## src/rtl/dht11_pkg.sv

```systemverilog
// Shared definitions for the DHT11 measurement/setpoint word and the ASCII setpoint parser.
package dht11_pkg;

  localparam logic [7:0] ASCII_0     = 8'h30;
  localparam logic [7:0] ASCII_9     = 8'h39;
  localparam logic [7:0] ASCII_MINUS = 8'h2d;
  localparam logic [7:0] ASCII_DOT   = 8'h2e;
  localparam logic [7:0] ASCII_T     = 8'h54;
  localparam logic [7:0] ASCII_H     = 8'h48;
  localparam logic [7:0] ASCII_CR    = 8'h0d;
  localparam logic [7:0] ASCII_LF    = 8'h0a;

  // Field positions of the packed word, identical for readings and setpoints.
  localparam int SP_H_INT_MSB  = 31;
  localparam int SP_H_INT_LSB  = 24;
  localparam int SP_H_FRAC_MSB = 23;
  localparam int SP_H_FRAC_LSB = 16;
  localparam int SP_T_INT_MSB  = 15;
  localparam int SP_T_INT_LSB  = 8;
  localparam int SP_T_SIGN     = 7;
  localparam int SP_T_FRAC_MSB = 6;
  localparam int SP_T_FRAC_LSB = 0;

  typedef enum logic [2:0] {
    PS_IDLE,
    PS_SIGN,
    PS_INT_FIRST,
    PS_INT,
    PS_FRAC,
    PS_FRAC_DONE,
    PS_SKIP
  } parse_state_t;

  typedef struct packed {
    logic       is_digit;
    logic [3:0] value;
  } digit_t;

endpackage

```

## src/rtl/ascii_digit_decode.sv

```systemverilog
// Combinational ASCII byte to decimal digit decode; value is 0 for non-digits.
module ascii_digit_decode
  import dht11_pkg::*;
(
  input  logic [7:0] code,
  output digit_t     dig
);

  always_comb begin
    dig          = '0;
    dig.is_digit = (code >= ASCII_0) && (code <= ASCII_9);
    if (dig.is_digit) dig.value = code[3:0];
  end

endmodule

```

## src/rtl/dht11_setpoint_parser.sv

```systemverilog
// Parses ASCII "T-12.3" / "H45" command lines from the UART RX strobe into the
// packed DHT11-layout setpoint word.
module dht11_setpoint_parser
  import dht11_pkg::*;
#(
  parameter int MAX_INT_DIGITS = 3,
  parameter int INT_LIMIT      = 255
) (
  input  logic        sys_clk,
  input  logic        sys_rst_n,
  input  logic [7:0]  rx_data,
  input  logic        rx_valid,
  output logic [31:0] setpoint,
  output logic        setpoint_valid,
  output logic        parse_err
);

  localparam int                CNT_W   = $clog2(MAX_INT_DIGITS + 2);
  localparam logic [CNT_W-1:0]  MAX_CNT = CNT_W'(MAX_INT_DIGITS);
  localparam logic [13:0]       LIMIT_W = 14'(INT_LIMIT);

  parse_state_t     state;
  logic             is_temp;
  logic             neg;
  logic             ovf;
  logic [9:0]       acc;
  logic [CNT_W-1:0] cnt;
  logic [3:0]       frac;

  digit_t           dig;
  logic             is_term;
  logic [13:0]      acc_next_w;
  logic [CNT_W-1:0] cnt_inc;
  logic             do_commit;
  logic             do_abort;
  logic             sign_bit;

  ascii_digit_decode u_dec (
    .code (rx_data),
    .dig  (dig)
  );

  // Overflow is judged on the unwrapped product so the 10-bit accumulator may wrap freely.
  assign acc_next_w = 14'(acc) * 14'd10 + 14'(dig.value);
  assign cnt_inc    = cnt + CNT_W'(1);
  assign is_term    = (rx_data == ASCII_CR) || (rx_data == ASCII_LF);
  assign do_commit  = rx_valid && is_term && ((state == PS_INT) || (state == PS_FRAC_DONE));
  assign do_abort   = rx_valid && is_term &&
                      ((state == PS_SIGN) || (state == PS_INT_FIRST) ||
                       (state == PS_FRAC) || (state == PS_SKIP));
  assign sign_bit   = neg && ((acc != '0) || (frac != '0));

  always_ff @(posedge sys_clk or negedge sys_rst_n) begin
    if (!sys_rst_n) begin
      state          <= PS_IDLE;
      is_temp        <= 1'b0;
      neg            <= 1'b0;
      ovf            <= 1'b0;
      acc            <= '0;
      cnt            <= '0;
      frac           <= '0;
      setpoint       <= '0;
      setpoint_valid <= 1'b0;
      parse_err      <= 1'b0;
    end else begin
      setpoint_valid <= 1'b0;
      parse_err      <= 1'b0;

      if (do_abort) begin
        parse_err <= 1'b1;
      end else if (do_commit) begin
        if (ovf) begin
          parse_err <= 1'b1;
        end else begin
          setpoint_valid <= 1'b1;
          if (is_temp) begin
            setpoint[SP_T_INT_MSB:SP_T_INT_LSB]   <= acc[7:0];
            setpoint[SP_T_SIGN]                   <= sign_bit;
            setpoint[SP_T_FRAC_MSB:SP_T_FRAC_LSB] <= {3'b000, frac};
          end else begin
            setpoint[SP_H_INT_MSB:SP_H_INT_LSB]   <= acc[7:0];
            setpoint[SP_H_FRAC_MSB:SP_H_FRAC_LSB] <= {4'b0000, frac};
          end
        end
      end

      if (rx_valid) begin
        case (state)
          PS_IDLE: begin
            if ((rx_data == ASCII_T) || (rx_data == ASCII_H)) begin
              is_temp <= (rx_data == ASCII_T);
              neg     <= 1'b0;
              ovf     <= 1'b0;
              acc     <= '0;
              cnt     <= '0;
              frac    <= '0;
              state   <= PS_SIGN;
            end else if (!is_term) begin
              state <= PS_SKIP;
            end
          end
          PS_SIGN, PS_INT_FIRST: begin
            if ((state == PS_SIGN) && (rx_data == ASCII_MINUS) && is_temp) begin
              neg   <= 1'b1;
              state <= PS_INT_FIRST;
            end else if (dig.is_digit) begin
              acc   <= 10'(dig.value);
              cnt   <= CNT_W'(1);
              if (14'(dig.value) > LIMIT_W) ovf <= 1'b1;
              state <= PS_INT;
            end else begin
              state <= is_term ? PS_IDLE : PS_SKIP;
            end
          end
          PS_INT: begin
            if (dig.is_digit) begin
              acc <= acc_next_w[9:0];
              if (cnt <= MAX_CNT) cnt <= cnt_inc;
              if ((cnt_inc > MAX_CNT) || (acc_next_w > LIMIT_W)) ovf <= 1'b1;
            end else if (rx_data == ASCII_DOT) begin
              state <= PS_FRAC;
            end else begin
              state <= is_term ? PS_IDLE : PS_SKIP;
            end
          end
          PS_FRAC: begin
            if (dig.is_digit) begin
              frac  <= dig.value;
              state <= PS_FRAC_DONE;
            end else begin
              state <= is_term ? PS_IDLE : PS_SKIP;
            end
          end
          PS_FRAC_DONE: state <= is_term ? PS_IDLE : PS_SKIP;
          PS_SKIP:      if (is_term) state <= PS_IDLE;
          default:      state <= PS_IDLE;
        endcase
      end
    end
  end

endmodule

```

## config.mk

```make
export PLATFORM = sky130hd
export DESIGN_NAME = dht11_setpoint_parser
export DESIGN_NICKNAME = d
export VERILOG_FILES = /design/src/rtl/dht11_pkg.sv /design/src/rtl/ascii_digit_decode.sv /design/src/rtl/dht11_setpoint_parser.sv
export SDC_FILE = /design/constraint.sdc
export NUM_CORES = 1
export LEC_CHECK = 0
export ABC_AREA = 0
export CAP_MARGIN = 40
export CORE_MARGIN = 2
export CORE_UTILIZATION = 56
export DETAILED_ROUTE_END_ITERATION = 6
export GPL_TIMING_DRIVEN = 1
export PLACE_DENSITY = 0.81
export SETUP_SLACK_MARGIN = 0.2
export SYNTH_ARGS = -nofsm -noshare
export SYNTH_HDL_FRONTEND = slang
export SYNTH_HIERARCHICAL = 1
export SYNTH_SLANG_ARGS = --single-unit
```

## constraint.sdc

```tcl
create_clock -name sys_clk -period 3.9 [get_ports sys_clk]
set_clock_uncertainty 0.15 [all_clocks]
set_input_delay 0.39 -clock sys_clk [delete_from_list [all_inputs] [get_ports sys_clk]]
set_output_delay 0.39 -clock sys_clk [all_outputs]
set_load 0.02 [all_outputs]
```

==> results.sh <==
export IMPL_synth_async_reset_ratio=1.00
export IMPL_grt_max_degree=29
export IMPL_syn_inst=329
export IMPL_status="complete, no violations"
export IMPL_clkPwrFrac=0.263
export IMPL_ir_worst_vdd_uv=417
export IMPL_synth_top_family_by_area="simple AND/OR/NAND/NOR gates"
export IMPL_synth_adder_area_share=0.0973
export IMPL_p_sw_frac=0.345
export IMPL_io_pin_count=45
export IMPL_place_congestion=0.896
export IMPL_ys_ff_latch=50
export IMPL_fin_area_um2=3880
export IMPL_synth_flop_cell="dfrtp_1"
export IMPL_yosys_area_top_type="dfrtp_1"
export IMPL_worstSetupEndpoint="ovf"
export IMPL_vias=2674
export IMPL_min_period_over_period=0.828
export IMPL_syn_avg_cell_area_um2=10.2
export IMPL_p_leak_nw=1.73
export IMPL_crit_path_cell_trace="clkdlybuf4s50_1 > nand4bb_4 > nor3b_1 > ha_1 > a21o_1 > a21oi_1 > nor4b_2 > xnor3_1 > a2111oi_0 > a31oi_1"
export IMPL_nets=404
export IMPL_vias_per_cell=6.01
export IMPL_power_frac_comb=0.262
export IMPL_drt_iter0_drc=137
export IMPL_cap_violations=0
export IMPL_initial_core_util=0.571
export IMPL_ys_top_cells_by_count="dfrtp_1, nor2_1, nand2_1"
export IMPL_antenna_cells=0
export IMPL_fmax_ghz=0.310
export IMPL_crit_family="compound AO/OA/AOI/OAI gates"
export IMPL_worstSetupPathType="in -> reg"
export IMPL_synth_compound_area_frac=0.168
export IMPL_gr_total_overflow=0
export IMPL_reg2reg_setup_slack_ns=0.74
export IMPL_syn_area_um2=3340
export IMPL_cts_tree="done"
export IMPL_worst_slew_pin_slew_ns=0.728
export IMPL_cp_end_kind="flip-flop"
export IMPL_maxSlewHeadroom=0.515
export IMPL_drc_errors=0
export IMPL_rows=28
export IMPL_cp_depth=10
export IMPL_worstSetupStartpointType="input pin"
export IMPL_min_from="setpoint[11]"
export IMPL_synthSimpleGateAreaFrac=0.176
export IMPL_power_frac_seq=0.475
export IMPL_r2r_end="ovf"
export IMPL_synth_edf_count=0
export IMPL_antenna_found_initial=0
export IMPL_ant_nets=0
export IMPL_cp_arrival_ns=3.26
export IMPL_clkLatencyLatePin_ns=0.30
export IMPL_grtUsageTotal=0.238
export IMPL_finalHoldViolations=0
export IMPL_die_w_um=81.3
export IMPL_cts_buffer_depth=2
export IMPL_fin_hold_ws_ns=0.356
export IMPL_slowest_stage="clkdlybuf4s50_1"
export IMPL_port_buffers=37
export IMPL_fp_coreArea_um2=5850
export IMPL_drtPass1Iterations=5
export IMPL_h_tree_depth=2
export IMPL_finalCoreUtilization=0.663
export IMPL_rsz0062_at_grt="false"
export IMPL_hold_class="reg -> reg"
export IMPL_wl_per_cell_um=16.5
export IMPL_grt_pass1_vias=2517
export IMPL_grt_first_pass_wirelength_um=12100
export IMPL_wirelength_um=7360
export IMPL_netlist_area_leader_share=0.374
export IMPL_area_growth_pct=16.1
export IMPL_slowest_delay_ns=0.53
export IMPL_crit_fanout=5
export IMPL_synth_mux_area_fraction=0.0936
export IMPL_cp_required_ns=3.93
export IMPL_cts_reportedPaths_clkPinSlew_ns=0.09
export IMPL_min_period_ns=3.23
export IMPL_synth_area_leaders="dfrtp_1, ha_1, mux2_2"
export IMPL_root_buffer="clkbuf_8"
export IMPL_die_area_um2=6600
export IMPL_synth_xor_area_share=0.0329
export IMPL_ys_seq_area_frac=0.374
export IMPL_cts_sinks=50
export IMPL_power_density_nw_per_um2=358
export IMPL_dp_hpwl_um=5670
export IMPL_finalSetupViolCount=0
export IMPL_slew_violations=0
export IMPL_internal_power_mw=0.909
export IMPL_r2r_start="acc[1]"
export IMPL_finalPower_mw=1.39
export IMPL_cts_made_buffers=5
export IMPL_tns_ns=0
export IMPL_die_y_um=81.3
export IMPL_startpoint="rx_data[6]"
export IMPL_power_net_switching_mw=0.478
export IMPL_synth_most_common_cell="dfrtp_1"
export IMPL_crit_buf_inv=1
export IMPL_drive_gt1_frac=0.122
export IMPL_dpl_cell_area_um2=3760
export IMPL_ys_warn_count=6
export IMPL_ys_types=70
export IMPL_reg2regPathDepth=10
[flip-flops by register name, summed over array words and instances, names as in the netlist]
register / count
neg: 1
setpoint_valid: 1
state: 3
cnt: 3
setpoint: 25
ovf: 1
is_temp: 1
frac: 4
acc: 10
parse_err: 1
[what timing repair did]
item / in CTS / in global routing
gates resized for setup: 0 / 0
setup buffers: 0 / 0
hold endpoints to repair: 27 / 0
hold buffers: 1 / 0
[through the flow]
| stage | instances | setup slack [ns] |
|---|---|---|
| after floorplan | 335 | 1.00 |
| after global placement | 435 | 0.544 |
| after detailed placement | 436 | 0.414 |
| after CTS | 445 | 0.662 |
| after global routing | 445 | 0.502 |
| final | 445 | 0.670 |
[metal layers]
layer	up-vias	wire, um	GRT usage
met5	-	0	0
met4	0	58	0.0475
met3	7	342	0.0333
met2	77	3610	0.405
met1	1297	3350	0.327
li1	1293	-	-
[cell families after synthesis]
family / Yosys count
compound gates: 80
simple gates: 100
flops: 50
other cells: 1
xor+xnor: 11
fa+ha+maj: 25
mux: 28
buf+inv: 34
[cells in the final DEF (no fill, tap or decap), drive strengths merged, types with 3 or more instances in the layout]
master and count:
a21o 3, inv 18, nand4 3, nor4 7, xnor2 7, a22o 10
nor4b 3, and3 3, o21ai 22, nor3 3, buf 6, nand2 23
clkdlybuf4s50 36, nor2 25, a21oi 14, nor3b 5, mux2 26, ha 22
conb 7, o211ai 3, clkbuf 6, a211oi 5, or3 3, nand3 10
o22ai 3, dfrtp 50, xor2 3
[area by class of cell]
| class | instances | area, um2 |
|---|---|---|
| Inverter | 18 | 67.6 |
| Sequential cell | 50 | 1250 |
| Timing Repair Buffer | 43 | 433 |
| Tap cell | 75 | 93.8 |
| Clock inverter | 2 | 37.5 |
| Clock buffer | 6 | 72.6 |
| Fill cell | 423 | 1970 |
| Multi-Input combinational cell | 251 | 1920 |
[power by group through the flow]
stage                     logic (mW)  registers (mW)  clock network, mW
after floorplan                0.350           0.602                  0
after global placement         0.347           0.662                  0
after detailed placement       0.357           0.664                  0
after CTS                      0.360           0.654              0.371
after global routing           0.409           0.666              0.390
final                          0.363           0.659              0.365
[worst min-delay path by stage]
stage / end / cells after the start
final: setpoint[11] / 1
after global routing: setpoint[19] / 1
after CTS: setpoint[11] / 1
after detailed placement: setpoint[10] / 1
after global placement: setpoint[10] / 1
after floorplan: acc[0] / 0
Power figures use the tool's default switching activity.
